==> config.mk <==
export PLATFORM = sky130hd
export DESIGN_NAME = cacheline_arbiter_flat
export DESIGN_NICKNAME = d
export VERILOG_FILES = /design/src/rtl/cacheline_arbiter_if.sv /design/src/rtl/cacheline_arbiter.sv /design/src/flat_wrapper.sv
export SDC_FILE = /design/constraint.sdc
export NUM_CORES = 2
export LEC_CHECK = 0
export CORE_AREA = 2 2 545 547
export CTS_BUF_LIST = sky130_fd_sc_hd__clkbuf_4 sky130_fd_sc_hd__clkbuf_8
export DETAILED_ROUTE_END_ITERATION = 12
export DIE_AREA = 0 0 547 549
export PLACE_DENSITY_LB_ADDON = 0.2
export SETUP_SLACK_MARGIN = 0.5
export SLEW_MARGIN = 40
export SYNTH_ARGS = -nofsm -noshare
export SYNTH_HDL_FRONTEND = slang
export SYNTH_SLANG_ARGS = --single-unit
==> constraint.sdc <==
create_clock -name clk -period 2.3 [get_ports clk]
set_input_delay 0.46 -clock clk [delete_from_list [all_inputs] [get_ports clk]]
set_output_delay 0.46 -clock clk [all_outputs]
set_load 0.005 [all_outputs]
==> src/rtl/cacheline_arbiter_if.sv <==
// Line-side bus bundle around the cacheline arbiter: I-cache port, D-cache
// port and the device-side cacheline adaptor port.
// slave  : the arbiter's view (takes cache requests, drives the adaptor).
// master : the surrounding caches + adaptor.
interface cacheline_arbiter_if #(
  parameter int ADDR_W = 32,
  parameter int LINE_W = 256
);
  logic              icache_read;
  logic [ADDR_W-1:0] icache_address;
  logic [LINE_W-1:0] icache_rdata;
  logic              icache_resp;
  logic              dcache_read;
  logic              dcache_write;
  logic [ADDR_W-1:0] dcache_address;
  logic [LINE_W-1:0] dcache_wdata;
  logic [LINE_W-1:0] dcache_rdata;
  logic              dcache_resp;
  logic              adaptor_read;
  logic              adaptor_write;
  logic [ADDR_W-1:0] adaptor_address;
  logic [LINE_W-1:0] adaptor_wdata;
  logic [LINE_W-1:0] adaptor_rdata;
  logic              adaptor_resp;
  logic              arb_timeout;

  modport slave (
    input  icache_read, icache_address,
    output icache_rdata, icache_resp,
    input  dcache_read, dcache_write, dcache_address, dcache_wdata,
    output dcache_rdata, dcache_resp,
    output adaptor_read, adaptor_write, adaptor_address, adaptor_wdata,
    input  adaptor_rdata, adaptor_resp,
    output arb_timeout
  );

  modport master (
    output icache_read, icache_address,
    input  icache_rdata, icache_resp,
    output dcache_read, dcache_write, dcache_address, dcache_wdata,
    input  dcache_rdata, dcache_resp,
    input  adaptor_read, adaptor_write, adaptor_address, adaptor_wdata,
    output adaptor_rdata, adaptor_resp,
    input  arb_timeout
  );
endinterface

==> src/rtl/cacheline_arbiter.sv <==
// Shares one cacheline adaptor between I-cache and D-cache. A request is
// latched in IDLE, forwarded while in GRANT_x, the adaptor's completion is
// routed back to the winner in the same cycle, and a one-cycle RELEASE gap
// separates transactions. Sticky watchdog flags a transfer stuck in GRANT.
module cacheline_arbiter #(
  parameter int ADDR_W  = 32,
  parameter int LINE_W  = 256,
  parameter bit RR_EN   = 1'b1,
  parameter int TIMEOUT = 1023
) (
  input  logic                clk,
  input  logic                rst,
  cacheline_arbiter_if.slave  bus
);
  localparam int OFS   = $clog2(LINE_W / 8);
  localparam int CNT_W = $clog2(TIMEOUT + 2);
  localparam logic [ADDR_W-1:0] ALIGN_MASK = {ADDR_W{1'b1}} << OFS;
  localparam logic [CNT_W-1:0]  CNT_MAX    = CNT_W'(TIMEOUT);

  typedef enum logic [1:0] {IDLE, GRANT_I, GRANT_D, RELEASE} state_t;

  state_t            state, state_nxt;
  logic              last_d;      // 1: most recent completed grant went to D
  logic [ADDR_W-1:0] addr_q;
  logic [LINE_W-1:0] wdata_q;
  logic              wr_q;
  logic [LINE_W-1:0] irdata_q, drdata_q;
  logic [CNT_W-1:0]  wd_cnt;
  logic              timeout_q;

  logic pend_i, pend_d, pick_d, in_grant;
  logic adp_rd, adp_wr, i_resp, d_resp;

  assign pend_i   = bus.icache_read;
  assign pend_d   = bus.dcache_read | bus.dcache_write;
  // D wins when alone, when priority is fixed, or when I was served last.
  assign pick_d   = pend_d & (~pend_i | ~RR_EN | ~last_d);
  assign in_grant = (state == GRANT_I) || (state == GRANT_D);

  // State register
  always_ff @(posedge clk) begin
    if (rst) state <= IDLE;
    else     state <= state_nxt;
  end

  // Next state and handshake outputs; adaptor request drops in the resp cycle
  always_comb begin
    state_nxt = state;
    adp_rd    = 1'b0;
    adp_wr    = 1'b0;
    i_resp    = 1'b0;
    d_resp    = 1'b0;
    case (state)
      IDLE: begin
        if (pend_i | pend_d) state_nxt = pick_d ? GRANT_D : GRANT_I;
      end
      GRANT_I: begin
        adp_rd = ~bus.adaptor_resp;
        i_resp = bus.adaptor_resp;
        if (bus.adaptor_resp) state_nxt = RELEASE;
      end
      GRANT_D: begin
        adp_rd = ~wr_q & ~bus.adaptor_resp;
        adp_wr =  wr_q & ~bus.adaptor_resp;
        d_resp = bus.adaptor_resp;
        if (bus.adaptor_resp) state_nxt = RELEASE;
      end
      RELEASE: state_nxt = IDLE;
      default: state_nxt = IDLE;
    endcase
  end

  // Request latch on the grant edge, response capture and fairness history
  always_ff @(posedge clk) begin
    if (rst) begin
      addr_q   <= '0;
      wdata_q  <= '0;
      wr_q     <= 1'b0;
      irdata_q <= '0;
      drdata_q <= '0;
      last_d   <= 1'b0;
    end else begin
      if (state == IDLE && (pend_i | pend_d)) begin
        addr_q <= (pick_d ? bus.dcache_address : bus.icache_address) & ALIGN_MASK;
        wr_q   <= pick_d & bus.dcache_write;   // write wins over a read
        if (pick_d) wdata_q <= bus.dcache_wdata;
      end
      if (i_resp) begin
        irdata_q <= bus.adaptor_rdata;
        last_d   <= 1'b0;
      end
      if (d_resp) begin
        if (!wr_q) drdata_q <= bus.adaptor_rdata;
        last_d <= 1'b1;
      end
    end
  end

  // Watchdog: counts cycles spent in GRANT; flag is sticky until rst
  always_ff @(posedge clk) begin
    if (rst) begin
      wd_cnt    <= '0;
      timeout_q <= 1'b0;
    end else begin
      if (in_grant && !bus.adaptor_resp) begin
        if (wd_cnt != CNT_MAX) wd_cnt <= wd_cnt + 1'b1;
      end else begin
        wd_cnt <= '0;
      end
      if (TIMEOUT != 0 && in_grant && (wd_cnt + 1'b1) == CNT_MAX) timeout_q <= 1'b1;
    end
  end

  assign bus.adaptor_read    = adp_rd;
  assign bus.adaptor_write   = adp_wr;
  assign bus.adaptor_address = addr_q;
  assign bus.adaptor_wdata   = wdata_q;
  assign bus.icache_resp     = i_resp;
  assign bus.dcache_resp     = d_resp;
  assign bus.icache_rdata    = i_resp ? bus.adaptor_rdata : irdata_q;
  assign bus.dcache_rdata    = (d_resp && !wr_q) ? bus.adaptor_rdata : drdata_q;
  assign bus.arb_timeout     = timeout_q;
endmodule
==> src/flat_wrapper.sv <==
// flat-port wrapper written by rule: the top's interface ports become plain ports
module cacheline_arbiter_flat 
#(
  parameter int ADDR_W  = 32,
  parameter int LINE_W  = 256,
  parameter bit RR_EN   = 1'b1,
  parameter int TIMEOUT = 1023
)
  (clk, rst, bus_icache_read, bus_icache_address, bus_icache_rdata, bus_icache_resp, bus_dcache_read, bus_dcache_write, bus_dcache_address, bus_dcache_wdata, bus_dcache_rdata, bus_dcache_resp, bus_adaptor_read, bus_adaptor_write, bus_adaptor_address, bus_adaptor_wdata, bus_adaptor_rdata, bus_adaptor_resp, bus_arb_timeout);
  cacheline_arbiter_if #(.ADDR_W(ADDR_W), .LINE_W(LINE_W)) bus_i ();
  input  logic clk;
  input  logic rst;
  input wire logic [$bits(bus_i.icache_read)-1:0] bus_icache_read;
  input wire logic [$bits(bus_i.icache_address)-1:0] bus_icache_address;
  output wire logic [$bits(bus_i.icache_rdata)-1:0] bus_icache_rdata;
  output wire logic [$bits(bus_i.icache_resp)-1:0] bus_icache_resp;
  input wire logic [$bits(bus_i.dcache_read)-1:0] bus_dcache_read;
  input wire logic [$bits(bus_i.dcache_write)-1:0] bus_dcache_write;
  input wire logic [$bits(bus_i.dcache_address)-1:0] bus_dcache_address;
  input wire logic [$bits(bus_i.dcache_wdata)-1:0] bus_dcache_wdata;
  output wire logic [$bits(bus_i.dcache_rdata)-1:0] bus_dcache_rdata;
  output wire logic [$bits(bus_i.dcache_resp)-1:0] bus_dcache_resp;
  output wire logic [$bits(bus_i.adaptor_read)-1:0] bus_adaptor_read;
  output wire logic [$bits(bus_i.adaptor_write)-1:0] bus_adaptor_write;
  output wire logic [$bits(bus_i.adaptor_address)-1:0] bus_adaptor_address;
  output wire logic [$bits(bus_i.adaptor_wdata)-1:0] bus_adaptor_wdata;
  input wire logic [$bits(bus_i.adaptor_rdata)-1:0] bus_adaptor_rdata;
  input wire logic [$bits(bus_i.adaptor_resp)-1:0] bus_adaptor_resp;
  output wire logic [$bits(bus_i.arb_timeout)-1:0] bus_arb_timeout;
  assign bus_i.icache_read = bus_icache_read;
  assign bus_i.icache_address = bus_icache_address;
  assign bus_icache_rdata = bus_i.icache_rdata;
  assign bus_icache_resp = bus_i.icache_resp;
  assign bus_i.dcache_read = bus_dcache_read;
  assign bus_i.dcache_write = bus_dcache_write;
  assign bus_i.dcache_address = bus_dcache_address;
  assign bus_i.dcache_wdata = bus_dcache_wdata;
  assign bus_dcache_rdata = bus_i.dcache_rdata;
  assign bus_dcache_resp = bus_i.dcache_resp;
  assign bus_adaptor_read = bus_i.adaptor_read;
  assign bus_adaptor_write = bus_i.adaptor_write;
  assign bus_adaptor_address = bus_i.adaptor_address;
  assign bus_adaptor_wdata = bus_i.adaptor_wdata;
  assign bus_i.adaptor_rdata = bus_adaptor_rdata;
  assign bus_i.adaptor_resp = bus_adaptor_resp;
  assign bus_arb_timeout = bus_i.arb_timeout;
  cacheline_arbiter #(.ADDR_W(ADDR_W), .LINE_W(LINE_W), .RR_EN(RR_EN), .TIMEOUT(TIMEOUT)) u_core (.clk(clk), .rst(rst), .bus(bus_i));
endmodule
---- Word level (Yosys, flattened, before mapping) ----
Index checks and enable logic that the tools add are counted.
Widths: inputs -> output; s select.
cells by class
  $add $sub $neg .......................... 1
  multiply operators ...................... 0
  div/mod/pow operators ................... 0
  magnitude comparators ................... 0
  eq/ne operators ......................... 7
  shift-type cells ........................ 0
  mux-type cells .......................... 13
  bitwise gates (word level) .............. 12
  reduce and logical (&&, ||, !) cells .... 14
operator list
  kind                   number
  $mux 256               2
  $mux 32                1
  $add 11x1->11 const B  1
  $eq 11x10->1 const B   1
  $ne 11x10->1 const B   1
  $mux 2                 3
  $pmux 2 s3             1
  $reduce_and 2->1       3
  $mux 1                 5
  $not 1->1              5
  $and 1x1->1            4
  $eq 2x2->1 const B     2
  $logic_and 1x1->1      4
  $ne 2x1->1 const B     2
  $reduce_or 2->1        2
  $or 1x1->1             3
  $eq 2x1->1 const B     1
  $logic_not 1->1        2
  $logic_not 2->1        1
  $pmux 1 s2             1
  $reduce_bool 2->1      1
  $logic_or 1x1->1       1
storage, ports and cells
  bits in registers ....................... 811
  latch bits .............................. 0
  memory bits (writable) .................. 0
  ROM bits ................................ 0
  bits of input ports ..................... 582
  output and inout bits ................... 805
  word-level logic and storage cells ...... 56
  memories ................................ 0

---- Depth between registers and ports, before layout ----
  word-level depth ........................ 6
  depth in mapped cells ................... 8
  depth with buffers taken out ............ 6

---- Least setup slack after synthesis ----
Ideal clock, no wire load.
  kind .................................... register -> output
  from .................................... register u_core.state[0]
  to ...................................... output port bus_dcache_rdata[53]
  arrival ................................. 1.558 ns
  required time ........................... 1.840 ns
  path slack .............................. 0.282 ns
  cell stages (with the launch flop) ...... 8
  buffers on the path ..................... 2
  cell sequence ........................... dfxtp_1 > inv_1 > ha_1 > nor2b_1 > nand2_1 > buf_2 > buf_2 > mux2_2
on the way
  word-level cells in the longest chain between the ends .. 4
RTL lines
  what                    RTL line                  source
  from (decl)             cacheline_arbiter.sv:22   state_t state, state_nxt;
  from (signal assigned)  cacheline_arbiter.sv:43   else state <= state_nxt;
  $eq 2x2->1              cacheline_arbiter.sv:53   case (state)
  $mux 1                  cacheline_arbiter.sv:53
  $logic_and 1x1->1       cacheline_arbiter.sv:121  assign bus.dcache_rdata = (d_resp && !wr_q) ? bus.adaptor_rdata : drdata_q;
  $mux 256                cacheline_arbiter.sv:121
  to (decl)               flat_wrapper.sv:21        output wire logic [$bits(bus_i.dcache_rdata)-1:0] bus_dcache_rdata;
No other way between the ends.

---- Final worst setup path ----
Same ends and word-level chain as after synthesis.

==> out/qor.csv <==
stage,metric,value,unit
yosys,synth-edff-count,0,
timing,hold_slack,137.2,ps
global_routing,grt.overflow.total,0,
timing,skew,45.15,ps
global_routing,globalRoute.busiestLayer,met2,
place,dp_slack,-955.5,ps
setup_path,arrival,3040,ps
yosys,synthTopCellsByArea,"dfxtp_1, nand2_1, a21oi_1, mux2_2, nor2b_1",
global_routing,grt_usage,13.37,%
yosys,synth_top_cell_area_share,53.51,%
place,gp_congestion,0.8692,
die,coreArea,295000,sq um
setup_path,worst-path-buf-inv,4,
route,post_drt_wl_per_cell,21.86,um
setup_path,setup.worst_path.start,u_core.state[0],
die,core.rowCount,200,
setup_path,cp_common_cell,buf_12,
power_and_ir_drop,peakVddDrop,470.5,uV
layout,syn_to_final_growth,99.45,%
yosys,synth_flop_cell,dfxtp_1,
layout,finalNetCount,6130,
timing,hold_viol_final,0,
timing,slew_headroom,61.53,%
clock_network,clk_latency,920,ps
setup_path,slowest_delay,530,ps
setup_path,worst-setup-path-type,reg -> out,
power_and_ir_drop,internal_power,39.08,mW
yosys,synth.distinct_cells,43,
yosys,syn_inst,3531,
global_routing,antenna_found_initial,67,
setup_path,crit_family,buffers and inverters,
die,die_h,549,um
global_routing,grt_max_degree,55,
layout,fin_util,20.51,%
hold_path,hold_path_class,in -> reg,
global_routing,grtUsageMet2,22.18,%
clock_network,cts_buffer_depth,4,
die,dieWidth,547,um
global_routing,grt_pass1_vias,32570,
status,violations,setup timing,
yosys,synth_seq_cells,811,
setup_path,crit_chain,"inv_2, ha_4, nor2b_4, nand2_8, buf_12, buf_12, mux2_2, clkdlybuf4s50_1",
layout,final_common_cell,nand2_1,
clock_network,cts_tree,built,
power_and_ir_drop,p_seq_share,29.1,%
yosys,yosysWarnings,0,
yosys,syn_area_per_cell,8.592,sq um
timing,rsz0062_at_grt,true,
route,ant_nets,0,
route,vias,32140,
place,io_buffers,1371,
die,ioPinCount,1387,
place,place_area,53990,sq um
setup_path,r2r_start,u_core.state[0],
status,status,finished with violations,
global_routing,grtUsageMet1,15.08,%
timing,min_period,3497,ps
route,first_pass_iters,7,
die,die_area,300300,sq um
timing,tightestPinTransition,572.3,ps
run,cap_violations,0,
power_and_ir_drop,p_leak,25.61,nW
yosys,ys_seq_area_share,53.51,%
global_routing,grt_pass1_wl,279100,um
clock_network,clock-sinks,811,
timing,max_freq,286.0,MHz
yosys,synth-async-reset-ratio,0,%
layout,stdcell_area,60510,sq um
setup_path,crit_fanout,15,
place,dp.final_hpwl,167800,um
setup_path,end_kind,primary output,
setup_path,cp_slowest_cell,clkdlybuf4s50_1,
timing,maxSlewViolCount,0,
timing,finalSetupViolCount,556,
timing,min_period_over_period,152.0,%
clock_network,clockRootBuffer,clkbuf_8,
die,start_util,10.28,%
hold_path,worstHoldStart,bus_dcache_wdata[167],
route,drc,0,
timing,worst_slack,-1197,ps
yosys,synth.cell_area,30340,sq um
power_and_ir_drop,pwr-share-clk,28.8,%
power_and_ir_drop,comb_power_share,42.2,%
layout,mostFrequentLayoutCells,"nand2_1, clkdlybuf4s50_1, dfxtp_1",
power_and_ir_drop,power_density,982.0,nW/um^2
clock_network,cts_buffers,175,
global_routing,use_met3,6.435,%
route,wirelength,210300,um
route,via_per_inst,3.340,
power_and_ir_drop,p_sw_share,34.24,%
yosys,synth_top_cell_by_area,dfxtp_1,
clock_network,cts-htree-levels,4,
timing,final.setup.tns,-502400,ps
clock_network,cts.clk_slew.worst_paths,60,ps
setup_path,start_kind,flip-flop,
route,drt-initial-drc-count,1292,
power_and_ir_drop,p_sw,20.35,mW
setup_path,critPathRequiredTime,1840,ps
layout,drive_gt1_share,24.43,%
==> area by class of cell <==
type	instances	area, sq um
Inverter	4	31.28
Timing Repair Buffer	2076	21630
Fill cell	32490	234500
Clock inverter	33	352.8
Clock buffer	267	3306
Sequential cell	811	16240
Antenna cell	19	47.55
Tap cell	3939	4928
Multi-Input combinational cell	2474	13980
==> tightest hold or removal path, cell delays in order <==
cell	delay, ps
clkdlybuf4s50_1	410
nand2_1	60
a21oi_1	50
==> power groups by stage <==
stage               Sequential (mW)  Clock, mW  Combinational, mW
floorplan                      17.4          0               8.62
global placement               17.5          0               24.4
detailed placement             17.5          0               24.3
CTS                            17.3       18.0               25.6
global route                   17.5       18.5               27.0
finish                         17.3       17.1               25.1
==> worst paths after layout <==
kind              depth (start not counted)                             to  slack, ps
setup reg to reg                          9  u_core.bus.adaptor_wdata[207]        170
setup / recovery                          8           bus_dcache_rdata[53]      -1200
hold reg to reg                           2   u_core.bus.adaptor_wdata[67]        450
hold / removal                            3  u_core.bus.adaptor_wdata[167]        140
==> cell usage after synthesis, types with 2 or more instances <==
| cell type | n |
|---|---|
| buf_4 | 11 |
| mux2_1 | 34 |
| inv_1 | 3 |
| a21oi_1 | 522 |
| mux2_2 | 222 |
| nor3_1 | 6 |
| dfxtp_1 | 811 |
| nand2_1 | 1286 |
| nor2_1 | 36 |
| nand3_1 | 4 |
| clkbuf_1 | 139 |
| xor2_1 | 2 |
| nor4_1 | 2 |
| buf_2 | 79 |
| ha_1 | 6 |
| nor2b_1 | 260 |
| o21a_1 | 2 |
| nand4_1 | 3 |
| xnor2_1 | 5 |
| mux2i_1 | 30 |
| a211oi_1 | 28 |
| and2_1 | 2 |
| buf_1 | 16 |
| nand2b_1 | 3 |
==> sequential cells by signal (all words and copies together), names as in the netlist <==
signal	flops
u_core.wd_cnt	11
u_core.state	2
u_core.bus.adaptor_address	27
u_core.last_d	1
u_core.bus.adaptor_wdata	256
u_core.wr_q	1
u_core.irdata_q	256
u_core.bus.arb_timeout	1
u_core.drdata_q	256
==> metrics by stage <==
step                std cells  power, mW
finish                   9623      59.42
global route             9616      63.06
CTS                      9579      60.89
detailed placement       9082      41.85
global placement         9082      41.87
floorplan                3535      26.00
==> logic make-up after synthesis <==
family / count (synthesis) / synth area share, %
xor+xnor: 7 / 0.2021
mux: 286 / 10.49
buf+inv: 250 / 3.580
simple gates: 1610 / 22.35
compound gates: 560 / 9.601
fa+ha+maj: 6 / 0.2474
flops: 811 / 53.51
other cells: 1 / 0.01236
==> repair_timing <==
action | in CTS | in global routing
pin swaps | 13 | 1
hold buffers | 137 | 0
endpoints found under the setup margin | 1443 | 1465
buffers inserted | 42 | 23
resized for setup | 426 | 119
cloned | 18 | 2
hold endpoints to repair | 163 | 0
==> per-layer routing <==
metal / wire length [um] / vias to the layer above
li1: - / 15550
met1: 84370 / 14980
met2: 97580 / 1280
met3: 22270 / 305
met4: 5987 / 20
met5: 134 / -
Note: power is estimated with default switching activity, not from simulation.
